--- src/rtl/fetch_pkg.sv ---
// Shared types and constants for the instruction fetch stage.
package fetch_pkg;

  localparam int XLEN = 32;

  localparam logic [XLEN-1:0] RESET_PC_DEF = 32'h0000_0000;
  localparam logic [XLEN-1:0] PC_STEP_DEF  = 32'd4;

  typedef enum logic [1:0] {
    S_IDLE  = 2'd0,
    S_RUN   = 2'd1,
    S_DRAIN = 2'd2
  } fetch_state_t;

endpackage

--- src/rtl/pc_register.sv ---
// Program counter flop: redirect load wins over sequential increment, else hold.
module pc_register
  import fetch_pkg::*;
#(
  parameter logic [XLEN-1:0] RESET_PC = RESET_PC_DEF,
  parameter logic [XLEN-1:0] PC_STEP  = PC_STEP_DEF
) (
  input  logic            clk,
  input  logic            rst_n,
  input  logic            load,
  input  logic [XLEN-1:0] load_value,
  input  logic            inc,
  output logic [XLEN-1:0] pc
);

  always_ff @(posedge clk or negedge rst_n) begin
    if (!rst_n) begin
      pc <= RESET_PC;
    end else if (load) begin
      pc <= load_value;
    end else if (inc) begin
      pc <= pc + PC_STEP;  // modulo 2^32 wrap is intended
    end
  end

endmodule

--- src/rtl/instruction_fetch_unit.sv ---
// Fetch stage: drives instruction memory from the PC and registers the returned
// word with its address into a valid/ready output stage for decode.
//
// state   | meaning
// S_IDLE  | reset state, no fetching; waits for EN
// S_RUN   | fetching one instruction per accepted cycle
// S_DRAIN | EN dropped; waits for the last output to be accepted
module instruction_fetch_unit
  import fetch_pkg::*;
#(
  parameter logic [XLEN-1:0] RESET_PC = RESET_PC_DEF,
  parameter logic [XLEN-1:0] PC_STEP  = PC_STEP_DEF
) (
  input  logic            CLK,
  input  logic            RST_N,
  input  logic            EN,
  output logic [XLEN-1:0] ADDR,
  input  logic [XLEN-1:0] INST,
  input  logic            BR_TAKEN,
  input  logic [XLEN-1:0] BR_TARGET,
  output logic            VALID,
  input  logic            READY,
  output logic [XLEN-1:0] INST_OUT,
  output logic [XLEN-1:0] PC_OUT,
  output logic [XLEN-1:0] FETCH_CNT,
  output logic            ERR_ALIGN
);

  fetch_state_t    state;
  fetch_state_t    state_nxt;
  logic            adv;
  logic            xfer;
  logic [XLEN-1:0] target_aligned;
  logic [XLEN-1:0] pc;

  assign adv            = (state == S_RUN) && (!VALID || READY);
  assign xfer           = VALID && READY;
  assign target_aligned = {BR_TARGET[XLEN-1:2], 2'b00};
  assign ADDR           = pc;

  pc_register #(
    .RESET_PC (RESET_PC),
    .PC_STEP  (PC_STEP)
  ) u_pc (
    .clk        (CLK),
    .rst_n      (RST_N),
    .load       (BR_TAKEN),
    .load_value (target_aligned),
    .inc        (adv),
    .pc         (pc)
  );

  always_ff @(posedge CLK or negedge RST_N) begin
    if (!RST_N) begin
      state <= S_IDLE;
    end else begin
      state <= state_nxt;
    end
  end

  always_comb begin
    state_nxt = state;
    case (state)
      S_IDLE:  if (EN) state_nxt = S_RUN;
      S_RUN:   if (!EN) state_nxt = S_DRAIN;
      S_DRAIN: begin
        if (EN) begin
          state_nxt = S_RUN;
        end else if (!VALID) begin
          state_nxt = S_IDLE;
        end
      end
      default: state_nxt = S_IDLE;
    endcase
  end

  // A redirect flushes the output even if the current word is being accepted;
  // that transfer still counts below.
  always_ff @(posedge CLK or negedge RST_N) begin
    if (!RST_N) begin
      VALID    <= 1'b0;
      INST_OUT <= '0;
      PC_OUT   <= '0;
    end else if (BR_TAKEN) begin
      VALID <= 1'b0;
    end else if (adv) begin
      VALID    <= 1'b1;
      INST_OUT <= INST;
      PC_OUT   <= pc;
    end else if (xfer) begin
      VALID <= 1'b0;
    end
  end

  always_ff @(posedge CLK or negedge RST_N) begin
    if (!RST_N) begin
      FETCH_CNT <= '0;
      ERR_ALIGN <= 1'b0;
    end else begin
      if (xfer) begin
        FETCH_CNT <= FETCH_CNT + 32'd1;
      end
      ERR_ALIGN <= BR_TAKEN && (BR_TARGET[1:0] != 2'b00);
    end
  end

endmodule

--- config.mk ---
export PLATFORM = sky130hd
export DESIGN_NAME = instruction_fetch_unit
export DESIGN_NICKNAME = d
export VERILOG_FILES = /design/src/rtl/fetch_pkg.sv /design/src/rtl/pc_register.sv /design/src/rtl/instruction_fetch_unit.sv
export SDC_FILE = /design/constraint.sdc
export NUM_CORES = 1
export LEC_CHECK = 0
export ABC_AREA = 1
export CAP_MARGIN = 20
export CORE_ASPECT_RATIO = 1.25
export CORE_MARGIN = 3
export CORE_UTILIZATION = 35
export DETAILED_ROUTE_END_ITERATION = 12
export DONT_BUFFER_PORTS = 1
export PLACE_DENSITY = 0.54
export SETUP_SLACK_MARGIN = 0.3
export SLEW_MARGIN = 20
export SYNTH_ARGS = -nofsm -noshare
export SYNTH_HDL_FRONTEND = slang
export SYNTH_SLANG_ARGS = --single-unit
export TNS_END_PERCENT = 20
--- constraint.sdc ---
create_clock -name CLK -period 2.7 [get_ports CLK]
set_input_delay 0.54 -clock CLK [delete_from_list [all_inputs] [get_ports CLK]]
set_output_delay 0.54 -clock CLK [all_outputs]
set_load 0.01 [all_outputs]
==> results of run 1 <==
## kinds of logic (layout without fill, tap and decap cells)
group	Yosys count	after routing	share of synthesized area, %
AOI/OAI and AO/OA	64	64	5.51
buffers and inverters	102	112	6.42
other	1	4	0.0583
xor gates and xnor gates	23	23	3.13
DFF	128	128	49.8
and+or+nand+nor	533	533	34.7
adders and majority gates	2	2	0.389
## where the power goes
part	total, mW	switching [mW]	internal [mW]
sequential	2.77	0.533	2.23
clock	2.36	0.970	1.39
combinational	0.592	0.361	0.231
## worst max-delay path: stages (launching register included)
cell	delay, ps
sky130_fd_sc_hd__dfrtp_1	520
sky130_fd_sc_hd__ha_1	260
sky130_fd_sc_hd__nand3_2	130
sky130_fd_sc_hd__nor2_2	170
sky130_fd_sc_hd__nand2_2	100
sky130_fd_sc_hd__nor2_2	140
sky130_fd_sc_hd__nand2_1	90
sky130_fd_sc_hd__nor2_1	170
sky130_fd_sc_hd__nand2_1	80
sky130_fd_sc_hd__nand2_1	70
sky130_fd_sc_hd__nand2_1	50
## sequential cells by signal, summed over array words and instances, names as in the netlist
signal     flops
ERR_ALIGN      1
FETCH_CNT     32
INST_OUT      32
PC_OUT        30
VALID          1
state          2
u_pc.pc       30
## area by class of cell
class                      instances  share of cell area (%)
timing repair buffer               5                   0.862
clock inverter                    15                    2.43
multi-input combinational        626                    39.0
tap                              224                    3.86
inverter                          75                    3.88
sequential                       128                    44.1
clock buffer                      17                    5.86
## synthesized netlist by cell type (all sizes together)
library cell,instances,share of area [%]
nand3,56,4.7
inv,75,4.4
and2,2,0.19
conb,1,0.058
a22oi,1,0.12
a21boi,1,0.12
a211oi,1,0.12
nand4,12,1.2
a21oi,11,0.86
nand3b,5,0.78
ha,2,0.39
clkbuf,10,0.58
o21bai,1,0.12
a31oi,1,0.097
nor3,8,0.62
o21a,2,0.23
buf,17,1.5
nand2,337,20
xor2,15,2.0
dfrtp,128,50
xnor2,8,1.1
o221ai,2,0.27
o211ai,4,0.47
nor2,113,7.4
o21ai,40,3.1
## worst paths after layout
check | to | slack, ps
worst max-delay path | FETCH_CNT[22] | 830
worst min-delay path | FETCH_CNT[12] | -190
worst max register to register | FETCH_CNT[22] | 830
worst min register to register | state[1] | 500
max in group asynchronous | ERR_ALIGN | 2710
min in group CLK | state[1] | 180
## cell usage in the layout (no fill, tap or decap), drive strengths merged, types with 11 or more instances in the layout
master,Yosys,routed
nor2,113,113
nand2,337,337
inv,75,81
clkbuf,10,17
nand4,12,12
o21ai,40,40
dfrtp,128,128
a21oi,11,11
xor2,15,15
nand3,56,56
## routing by layer
metal  global-route usage [%]  vias up
li1                         -     2667
met1                     21.9     2447
met2                     31.0      175
met3                     7.98       24
met4                     7.00        0
met5                        0        -
==> impl_table.tex, run 1 <==
\begin{tabular}{lr}
\hline
Metric & Value \\
\hline
\multicolumn{2}{l}{\textbf{Floorplan}} \\
\quad DIE WIDTH & roughly 130 um \\
\quad Vertical die dimension & approximately 160 um \\
\quad Starting Density & 36.2\% \\
\quad Number of ports placed on the die boundary & 199 \\
\quad Overall die area & 20000 sq um \\
\quad Total core area & roughly 18000 sq um \\
\quad Floorplan row count & 54 \\
\multicolumn{2}{l}{\textbf{Worst setup path}} \\
\quad Critical path class & flop to flop \\
\quad Data required time of the worst path & between 3000 and 4000 ps \\
\quad Launching instance or port of the critical path & FETCH\_CNT[0] \\
\quad CP Launch Type & flop \\
\quad Arrival time worst endpoint & about 2200 ps \\
\quad Number of cells traversed by the worst register-to-register path & 10 \\
\quad Max Fanout on Critical Path & 5 \\
\quad Endpoint type of the worst setup path & flop \\
\quad Reg2Reg Launch Point & FETCH\_CNT[0] \\
\multicolumn{2}{l}{\textbf{Cells and area}} \\
\quad Multi-input logic area & roughly 2800 sq um \\
\quad NumNets Final & 924 \\
\quad Count of non-filler cells in the finished layout & $\sim$1100 \\
\quad Area overhead of the layout relative to synthesis & 12.8\% \\
\quad Post-route cell area & 7260 sq um \\
\quad Fraction of layout instances using a drive strength above 1 & 6.58\% \\
\quad Core occupancy in the finished layout & 40.8\% \\
\quad Area of all sequential standard cells & 3200 sq um \\
\quad Diodes inserted & 0 \\
\quad Fillcell total & $\sim$1800 \\
\multicolumn{2}{l}{\textbf{Synth}} \\
\quad Number of distinct library cells after synthesis & 36 \\
\quad Number of standard cells after synthesis & 853 \\
\quad Average cell area after synthesis & 7.54 sq um \\
\quad Number of warnings issued by yosys & 0 \\
\quad Synthesized cell area & 6430 sq um \\
\quad Fraction of the yosys area taken by sequential cells & 49.8\% \\
\quad Number of synthesized register bits & 128 \\
\multicolumn{2}{l}{\textbf{STA}} \\
\quad Final hold violation count & 128 \\
\quad Worst Setup Slack, final & 830 ps \\
\quad Unrepaired setup endpoints after global routing & no \\
\quad Setup TNS & 0 ps \\
\quad Slew at the pin closest to its max-slew limit & $\sim$600 ps \\
\quad Top achievable clock speed & 0.535 GHz \\
\quad Min Tclk post-route & 1870 ps \\
\quad Worst relative slew slack & 60.1\% \\
\quad Final Max Tran Viols & 0 \\
\quad Count of final setup violators & 0 \\
\quad Setup skew after layout & 13.7 ps \\
\quad Worst-case hold slack & -192 ps \\
\quad Final clock period utilization by the worst path & between 60 and 70\% \\
\multicolumn{2}{l}{\textbf{Clock tree}} \\
\quad Clock root buffer & sky130\_fd\_sc\_hd\_\_clkbuf\_16 \\
\quad Clock slew seen by the registers of the worst setup and hold paths & 60 ps \\
\quad H-tree depth reported by CTS & 4 \\
\quad Number of instances resized during post-cts repair & 0 \\
\quad TritonCTS clock tree & yes \\
\quad Clock net sink count & around 130 \\
\quad Skew-Pair Late Insertion Delay & 430 ps \\
\quad Setup Buffers After CTS & 0 \\
\quad TritonCTS Buffers & 17 \\
\quad Maximum count of clock buffers along a single path & 2 \\
\multicolumn{2}{l}{\textbf{Detailed routing}} \\
\quad Uppermost routed layer & met4 \\
\quad Number of vias after detailed routing & 5313 \\
\quad Met2 wire len & 9.10 mm \\
\quad 1st-iter DRT viols & 302 \\
\quad Antenna-violating nets left & 0 \\
\quad Drt wl/cell & 16.9 um \\
\quad Residual DRC count & 0 \\
\quad Vias per std cell & approximately 4.9 \\
\quad Drt pass-1 iters & 7 \\
\quad Routed metal-1 wirelength & slightly above 7 mm \\
\quad Wirelength, routed & 18.4 mm \\
\quad Detailed-routed wire length on met3 & between 1.5 and 2 mm \\
\multicolumn{2}{l}{\textbf{Placement}} \\
\quad Placed insts & 1058 \\
\quad Buffers added on ports & 0 \\
\quad Routability congestion estimate from global placement & 0.863 \\
\quad Post-detail-place hpwl & between 10 and 15 mm \\
\quad Minimum setup slack after placement & 803 ps \\
\quad Placed Area & approximately 6700 sq um \\
\multicolumn{2}{l}{\textbf{Outcome}} \\
\quad Violations in the final reports & negative hold slack \\
\quad Outcome & finished with violations \\
\multicolumn{2}{l}{\textbf{Run}} \\
\quad Max-Cap Viols & 0 \\
\multicolumn{2}{l}{\textbf{Hold path}} \\
\quad Worst hold path class & primary input to asynchronous set/reset pin \\
\multicolumn{2}{l}{\textbf{Global routing}} \\
\quad Wire length of the first global-routing pass & 29.2 mm \\
\quad Pin count of the biggest net entering global routing & around 130 \\
\quad Vias in the first global route & roughly 5200 \\
\quad Initial antenna violation count & 0 \\
\quad GRT Overall Usage & 18.8\% \\
\quad Grt total ovfl & 0 \\
\multicolumn{2}{l}{\textbf{Pwr}} \\
\quad Power Total & 5.72 mW \\
\quad Leakage power & between 3 and 4 nW \\
\quad VDD IR-drop max & 0.391 mV \\
\quad Ratio of total power to cell area & 788 nW/um\^{}2 \\
\hline
\end{tabular}
Power figures use the tool's default switching activity.
==> run 2: changes to the inputs <==
==> constraint.sdc (replaced) <==
create_clock -name CLK -period 1.8 [get_ports CLK]
set_input_delay 0.36 -clock CLK [delete_from_list [all_inputs] [get_ports CLK]]
set_output_delay 0.36 -clock CLK [all_outputs]
set_load 0.01 [all_outputs]
==> run 2 against run 1 <==
Combinational power rose by 120%. Worst setup slack lost 570 ps. Power increased by 53%. Cell count grew 4.9%. Sequential share of layout area fell by 3.4 points. The run still ends with negative hold slack left. Routed wire length grew 4.6%. Clock power grew 44%. Highest routed layer unchanged.
==> impl_table.tex, run 2 (synthesized netlist as in run 1, its figures left out) <==
\begin{tabular}{lr}
\hline
Metric & Value \\
\hline
\multicolumn{2}{l}{\textbf{Detailed routing}} \\
\quad Drt pass-1 iters & 5 \\
\quad Drt wl/cell & 16.9 um \\
\quad Met2 wire len & about 9.6 mm \\
\quad Routed metal-1 wirelength & 7.49 mm \\
\quad Detailed-routed wire length on met3 & roughly 1.9 mm \\
\quad Number of vias after detailed routing & 5569 \\
\quad Antenna-violating nets left & 0 \\
\quad 1st-iter DRT viols & $\sim$290 \\
\quad Vias per std cell & 4.87 \\
\quad Residual DRC count & 0 \\
\quad Uppermost routed layer & met4 \\
\quad Wirelength, routed & 19.3 mm \\
\multicolumn{2}{l}{\textbf{Floorplan}} \\
\quad Overall die area & 20000 sq um \\
\quad Number of ports placed on the die boundary & 199 \\
\quad Starting Density & between 30\% and 40\% \\
\quad Floorplan row count & 54 \\
\quad DIE WIDTH & around 130 um \\
\quad Total core area & 17800 sq um \\
\quad Vertical die dimension & 158 um \\
\multicolumn{2}{l}{\textbf{Cells and area}} \\
\quad Most frequent standard cell in the layout excluding fill and tap cells & sky130\_fd\_sc\_hd\_\_nand2\_1 \\
\quad Count of non-filler cells in the finished layout & 1143 \\
\quad Post-route cell area & 7940 sq um \\
\quad Biggest regs & FETCH\_CNT: 32 flops, INST\_OUT: 32 flops \\
\quad Area overhead of the layout relative to synthesis & 23.4\% \\
\quad Most frequent cells in the layout & 326 x sky130\_fd\_sc\_hd\_\_nand2\_1, 101 x sky130\_fd\_sc\_hd\_\_dfrtp\_1, 78 x sky130\_fd\_sc\_hd\_\_nor2\_1, 70 x sky130\_fd\_sc\_hd\_\_inv\_1 \\
\quad Core occupancy in the finished layout & 44.7\% \\
\quad NumNets Final & 977 \\
\quad Diodes inserted & 0 \\
\quad Fraction of layout instances using a drive strength above 1 & 19.2\% \\
\multicolumn{2}{l}{\textbf{Outcome}} \\
\quad Outcome & finished with violations \\
\quad Violations in the final reports & negative hold slack \\
\multicolumn{2}{l}{\textbf{STA}} \\
\quad Worst-case hold slack & -361 ps \\
\quad Final hold violation count & 128 \\
\quad Min Tclk post-route & between 1500 and 2000 ps \\
\quad Setup skew after layout & 14.6 ps \\
\quad Top achievable clock speed & 0.649 GHz \\
\quad Final Max Tran Viols & 0 \\
\quad Setup TNS & 0 ps \\
\quad Unrepaired setup endpoints after global routing & yes \\
\quad Count of final setup violators & 0 \\
\quad Final clock period utilization by the worst path & 85.6\% \\
\quad Worst Setup Slack, final & about 260 ps \\
\multicolumn{2}{l}{\textbf{Placement}} \\
\quad Placed Area & 6890 sq um \\
\quad Routability congestion estimate from global placement & just under 0.9 \\
\quad Post-detail-place hpwl & 13.3 mm \\
\quad Buffers added on ports & 0 \\
\quad Minimum setup slack after placement & approximately 34 ps \\
\quad Placed insts & approximately 1100 \\
\multicolumn{2}{l}{\textbf{Global routing}} \\
\quad Grt total ovfl & 0 \\
\quad Initial antenna violation count & 0 \\
\quad Wire length of the first global-routing pass & 29.0 mm \\
\quad GRT Overall Usage & 18.5\% \\
\quad Pin count of the biggest net entering global routing & 129 \\
\quad Vias in the first global route & 5406 \\
\multicolumn{2}{l}{\textbf{Worst setup path}} \\
\quad Worst reg2reg setup slack & 260 ps \\
\quad Critical path class & flop to flop \\
\quad Endpoint type of the worst setup path & flop \\
\quad Cell repeated most along the worst path & sky130\_fd\_sc\_hd\_\_nand2\_1 \\
\quad Max Fanout on Critical Path & 5 \\
\quad Arrival time worst endpoint & $\sim$1800 ps \\
\quad CP max-delay cell & sky130\_fd\_sc\_hd\_\_dfrtp\_1 \\
\quad CP Launch Type & flop \\
\quad Max incr delay on CP & 380 ps \\
\quad Data required time of the worst path & around 2100 ps \\
\quad CP cell instances & buf\_4, nand2\_1, nand3b\_4, nor2\_4, nand3\_4, o21ai\_0, nand2\_1 \\
\multicolumn{2}{l}{\textbf{Pwr}} \\
\quad Ratio of total power to cell area & 1100 nW/um\^{}2 \\
\quad VDD IR-drop max & 0.668 mV \\
\quad Leakage power & 3.71 nW \\
\quad Power Total & 8.73 mW \\
\multicolumn{2}{l}{\textbf{Clock tree}} \\
\quad TritonCTS Buffers & 17 \\
\quad Maximum count of clock buffers along a single path & 2 \\
\quad Clock net sink count & around 130 \\
\quad TritonCTS clock tree & yes \\
\quad H-tree depth reported by CTS & 4 \\
\quad Skew-Pair Late Insertion Delay & roughly 420 ps \\
\quad Hold buffers post-CTS & 2 \\
\quad Clock root buffer & sky130\_fd\_sc\_hd\_\_clkbuf\_16 \\
\quad Clock slew seen by the registers of the worst setup and hold paths & 60 ps \\
\multicolumn{2}{l}{\textbf{Hold path}} \\
\quad Worst hold path class & primary input to asynchronous set/reset pin \\
\multicolumn{2}{l}{\textbf{Run}} \\
\quad Max-Cap Viols & 0 \\
\hline
\end{tabular}
-- run 2: cell types whose count changed in the layout (fill, tap and decap cells not counted), sizes merged --
cell / delta
dlygate4sd3: +2
clkinv: -3
inv: -1
buf: +49
clkbuf: +4
bufinv: -1
clkinvlp: +3
-- run 2: routing by layer --
| layer | track usage [%] | up-vias |
|---|---|---|
| met5 | 0 | - |
| met4 | 5.06 | 0 |
| met3 | 8.42 | 23 |
| met2 | 31.6 | 181 |
| met1 | 21.0 | 2597 |
| li1 | - | 2768 |
-- run 2: layout make-up --
type	instances	area, sq um
fillers	1828	9830
clock buffers	19	453
clock inverters	13	129
repair buffers	58	520
multi-input cells	626	3030
inverters	75	284
flip-flops and latches	128	3240
well taps	224	280
-- run 2: final timing paths --
path                                      end    startpoint  cells after the start
worst max-delay path            FETCH_CNT[19]  FETCH_CNT[1]                      7
worst min-delay path            FETCH_CNT[10]         RST_N                      0
worst max register to register  FETCH_CNT[19]  FETCH_CNT[1]                      7
worst min register to register       state[1]      state[1]                      1
max in group asynchronous         u_pc.pc[22]         RST_N                      0
min in group CLK                  INST_OUT[2]       INST[2]                      2
-- run 2: worst max-delay path: cells and delay by family, from the launching register on --
kind / cells / cell delay [ps]
flops: 1 / 380
simple gates: 5 / 710
compound gates: 1 / 170
buf+inv: 1 / 160
-- run 2: repair_timing --
item / 4_1_cts / 5_1_grt
hold endpoints to repair: 130 / 128
cloned: 0 / 2
buffers inserted: 6 / 16
endpoints found under the setup margin: 36 / 50
resized for setup: 27 / 58
pin swaps: 5 / 12
-- run 2: power breakdown --
| part | leakage, nW | total, mW | switching, mW | internal [mW] |
|---|---|---|---|---|
| sequential | 1.56 | 4.06 | 0.694 | 3.36 |
| combinational | 1.88 | 1.28 | 0.738 | 0.546 |
| clock | 0.270 | 3.39 | 1.39 | 2.00 |
==> run 3: changes to the inputs <==
--- a/config.mk
+++ b/config.mk
@@ -5,14 +5,13 @@
 export SDC_FILE = /design/constraint.sdc
 export NUM_CORES = 1
 export LEC_CHECK = 0
-export ABC_AREA = 1
 export CAP_MARGIN = 20
 export CORE_ASPECT_RATIO = 1.25
 export CORE_MARGIN = 3
-export CORE_UTILIZATION = 35
+export CORE_UTILIZATION = 39
 export DETAILED_ROUTE_END_ITERATION = 12
 export DONT_BUFFER_PORTS = 1
-export PLACE_DENSITY = 0.54
+export PLACE_DENSITY = 0.58
 export SETUP_SLACK_MARGIN = 0.3
 export SLEW_MARGIN = 20
 export SYNTH_ARGS = -nofsm -noshare
==> constraint.sdc (replaced) <==
create_clock -name CLK -period 1.55 [get_ports CLK]
set_input_delay 0.31 -clock CLK [delete_from_list [all_inputs] [get_ports CLK]]
set_output_delay 0.31 -clock CLK [all_outputs]
set_load 0.01 [all_outputs]
==> run 3 against run 2 <==
The run ends with negative hold slack, negative setup slack left. Design area rose by 3.9%. Cell count fell by 33%. Largest power group unchanged. Combinational power rose by 44%. First-iteration DRC count fell by 44%. Clock power rose by 21%. Global-route usage rose by 1.5 points. Core utilization rose by 15 points. Clock-buffer cell count rose by 2. Non-clock buffer count rose by 60. Die area fell by 21%. Area after synthesis fell by 13%.
==> impl_table.tex, run 3 <==
\begin{tabular}{lr}
\hline
Metric & Value \\
\hline
\multicolumn{2}{l}{\textbf{Synth}} \\
\quad Top cells by area in the synthesized netlist & sky130\_fd\_sc\_hd\_\_dfrtp\_1 57\%, sky130\_fd\_sc\_hd\_\_mux2\_2 11\%, sky130\_fd\_sc\_hd\_\_xnor2\_1 5.3\%, sky130\_fd\_sc\_hd\_\_xor2\_1 3.6\%, sky130\_fd\_sc\_hd\_\_nand2\_1 3.0\% \\
\quad Count leader, synth & sky130\_fd\_sc\_hd\_\_dfrtp\_1 \\
\quad Fraction of the yosys area taken by sequential cells & 57.3\% \\
\quad Top\_reg\_cell synth & sky130\_fd\_sc\_hd\_\_dfrtp\_1 \\
\quad Share of async-settable or async-resettable flops after synthesis & 100\% \\
\quad Leading post-synthesis cells by instance count & 128 x sky130\_fd\_sc\_hd\_\_dfrtp\_1, 55 x sky130\_fd\_sc\_hd\_\_mux2\_2, 44 x sky130\_fd\_sc\_hd\_\_nand2\_1 \\
\quad Average cell area after synthesis & $\sim$12 sq um \\
\quad EDFF count, synth & 0 \\
\quad Synthesized cell area & 5590 sq um \\
\quad Share of the synthesized area in the top cell type & 57.3\% \\
\quad Cell type contributing the most total cell area after synthesis & sky130\_fd\_sc\_hd\_\_dfrtp\_1 \\
\quad Number of warnings issued by yosys & 0 \\
\quad Number of distinct library cells after synthesis & 38 \\
\quad Number of synthesized register bits & about 130 \\
\quad Number of standard cells after synthesis & around 460 \\
\multicolumn{2}{l}{\textbf{Placement}} \\
\quad Minimum setup slack after placement & -158 ps \\
\quad Routability congestion estimate from global placement & 0.758 \\
\quad Buffers added on ports & 0 \\
\quad Placed insts & approximately 710 \\
\quad Post-detail-place hpwl & 10.0 mm \\
\multicolumn{2}{l}{\textbf{Cells and area}} \\
\quad Area overhead of the layout relative to synthesis & 47.6\% \\
\quad Fraction of layout instances using a drive strength above 1 & 46.9\% \\
\quad NumNets Final & roughly 650 \\
\quad Biggest regs & FETCH\_CNT: 32 flops, INST\_OUT: 32 flops \\
\quad Most frequent cells in the layout & 122 x sky130\_fd\_sc\_hd\_\_dfrtp\_1, 62 x sky130\_fd\_sc\_hd\_\_mux2\_4, 54 x sky130\_fd\_sc\_hd\_\_buf\_4, 49 x sky130\_fd\_sc\_hd\_\_buf\_6, 39 x sky130\_fd\_sc\_hd\_\_nand2\_1 \\
\quad Diodes inserted & 0 \\
\quad Count of non-filler cells in the finished layout & 768 \\
\quad Area of all sequential standard cells & 3210 sq um \\
\quad Fillcell total & 1150 \\
\quad Most frequent standard cell in the layout excluding fill and tap cells & sky130\_fd\_sc\_hd\_\_dfrtp\_1 \\
\quad Multi-input logic area & just under 3000 sq um \\
\multicolumn{2}{l}{\textbf{Run}} \\
\quad Max-Cap Viols & 0 \\
\multicolumn{2}{l}{\textbf{Clock tree}} \\
\quad TritonCTS clock tree & yes \\
\quad Maximum count of clock buffers along a single path & 2 \\
\quad TritonCTS Buffers & 17 \\
\quad Clock slew seen by the registers of the worst setup and hold paths & 60 ps \\
\quad Clock net sink count & $\sim$130 \\
\quad Clock root buffer & sky130\_fd\_sc\_hd\_\_clkbuf\_16 \\
\quad H-tree depth reported by CTS & 4 \\
\quad Skew-Pair Late Insertion Delay & 410 ps \\
\quad Hold buffers post-CTS & 1 \\
\multicolumn{2}{l}{\textbf{Detailed routing}} \\
\quad 1st-iter DRT viols & 160 \\
\quad Residual DRC count & 0 \\
\quad Drt wl/cell & 20.2 um \\
\quad Wirelength, routed & 15.5 mm \\
\quad Antenna-violating nets left & 0 \\
\quad Vias per std cell & 5.31 \\
\quad Number of vias after detailed routing & 4075 \\
\quad Drt pass-1 iters & 4 \\
\multicolumn{2}{l}{\textbf{Floorplan}} \\
\quad Total core area & 13900 sq um \\
\quad Overall die area & 15800 sq um \\
\quad Floorplan row count & 48 \\
\quad Starting Density & around two fifths \\
\quad Vertical die dimension & 140 um \\
\quad DIE WIDTH & 113 um \\
\quad Number of ports placed on the die boundary & 199 \\
\multicolumn{2}{l}{\textbf{Worst setup path}} \\
\quad Crit path buffers/inverters & 3 \\
\quad CP max-delay cell & sky130\_fd\_sc\_hd\_\_dfrtp\_1 \\
\quad Max Fanout on Critical Path & 5 \\
\quad Cell repeated most along the worst path & sky130\_fd\_sc\_hd\_\_buf\_4 \\
\quad Max incr delay on CP & about 380 ps \\
\quad Arrival time worst endpoint & 2030 ps \\
\quad CP cell instances & nand4\_1, nor4\_4, buf\_4, buf\_4, buf\_4, nand4\_1, xor2\_1, o21ai\_1 \\
\quad Cell family with most CP delay & simple AND/OR/NAND/NOR gates \\
\quad Critical path class & flop to flop \\
\quad CP Launch Type & flop \\
\quad Data required time of the worst path & around 1900 ps \\
\quad Endpoint type of the worst setup path & flop \\
\multicolumn{2}{l}{\textbf{Pwr}} \\
\quad Leakage power & $\sim$3.8 nW \\
\quad VDD IR-drop max & 0.834 mV \\
\quad Ratio of total power to cell area & 1270 nW/um\^{}2 \\
\multicolumn{2}{l}{\textbf{STA}} \\
\quad Final Max Tran Viols & 0 \\
\quad Top achievable clock speed & 0.588 GHz \\
\quad Final clock period utilization by the worst path & 110\% \\
\quad Final hold violation count & 134 \\
\quad Setup skew after layout & 5.99 ps \\
\quad Count of final setup violators & 78 \\
\quad Worst-case hold slack & -397 ps \\
\quad Unrepaired setup endpoints after global routing & yes \\
\quad Worst Setup Slack, final & -151 ps \\
\quad Min Tclk post-route & 1700 ps \\
\multicolumn{2}{l}{\textbf{Global routing}} \\
\quad GRT Overall Usage & 20.0\% \\
\quad Grt total ovfl & 0 \\
\quad Vias in the first global route & 4529 \\
\quad Initial antenna violation count & 0 \\
\quad Wire length of the first global-routing pass & 24.9 mm \\
\quad Pin count of the biggest net entering global routing & 129 \\
\multicolumn{2}{l}{\textbf{Outcome}} \\
\quad Outcome & finished with violations \\
\quad Violations in the final reports & negative hold slack, negative setup slack \\
\multicolumn{2}{l}{\textbf{Hold path}} \\
\quad Worst hold path class & primary input to asynchronous set/reset pin \\
\hline
\end{tabular}
-- run 3: cell families after synthesis --
kind of cell,share of synthesized area [%]
and+or+nand+nor,15.1
DFF,57.3
xor gates and xnor gates,8.93
muxes,12.9
AOI/OAI and AO/OA,3.38
adders and majority gates,0.448
other,0.0671
buffers and inverters,1.92
-- run 3: repair_timing --
action / in CTS / in global routing
cloned: 6 / 0
pin swaps: 36 / 37
resized for setup: 148 / 39
endpoints found under the hold margin: 153 / 146
buffers inserted: 13 / 10
setup endpoints to repair: 170 / 173
-- run 3: power by group --
part	internal, mW	switching [mW]
registers	3.89	0.643
clock network	2.68	1.41
logic	1.15	0.692
total	7.73	2.74
-- run 3: routing by layer --
layer | global-route usage [%] | vias up | share of wire [%]
li1 | - | 1864 | -
met1 | 23.5 | 2048 | 39
met2 | 34.1 | 151 | 52
met3 | 7.39 | 12 | 8.3
met4 | 5.89 | 0 | 1.2
met5 | 0 | - | 0
-- run 3: path summary, 6_finish.rpt --
path	startpoint	end	slack, ps	cells past startpoint
worst max-delay path	u_pc.pc[10]	u_pc.pc[19]	-150	8
worst min-delay path	RST_N	u_pc.pc[20]	-400	0
worst max register to register	u_pc.pc[10]	u_pc.pc[19]	-150	8
worst min register to register	FETCH_CNT[31]	FETCH_CNT[31]	550	1
max in group asynchronous	RST_N	FETCH_CNT[8]	1800	0
min in group CLK	BR_TAKEN	VALID	-20	1
-- run 3: metrics by stage --
stage	power (mW)	hold WS, ps	util, %	TNS, ps	cell area (sq um)
2_1_floorplan	5.31	14.4	-	-4700	5760
3_3_place_gp	5.82	17.8	46.9	-5490	6530
3_5_place_dp	5.87	19.1	46.9	-7340	6530
4_1_cts	10.5	-424	57.5	-2870	8010
5_1_grt	10.9	-423	59.2	-8360	8250
6_report	10.5	-397	59.2	-3230	8250
-- run 3: cell type report --
| class | instances | share of cell area (%) |
|---|---|---|
| clock buffers | 21 | 5.82 |
| clock inverters | 10 | 1.62 |
| inverters | 3 | 0.137 |
| multi-input cells | 313 | 35.3 |
| flip-flops and latches | 128 | 38.9 |
| well taps | 175 | 2.65 |
| repair buffers | 118 | 15.6 |
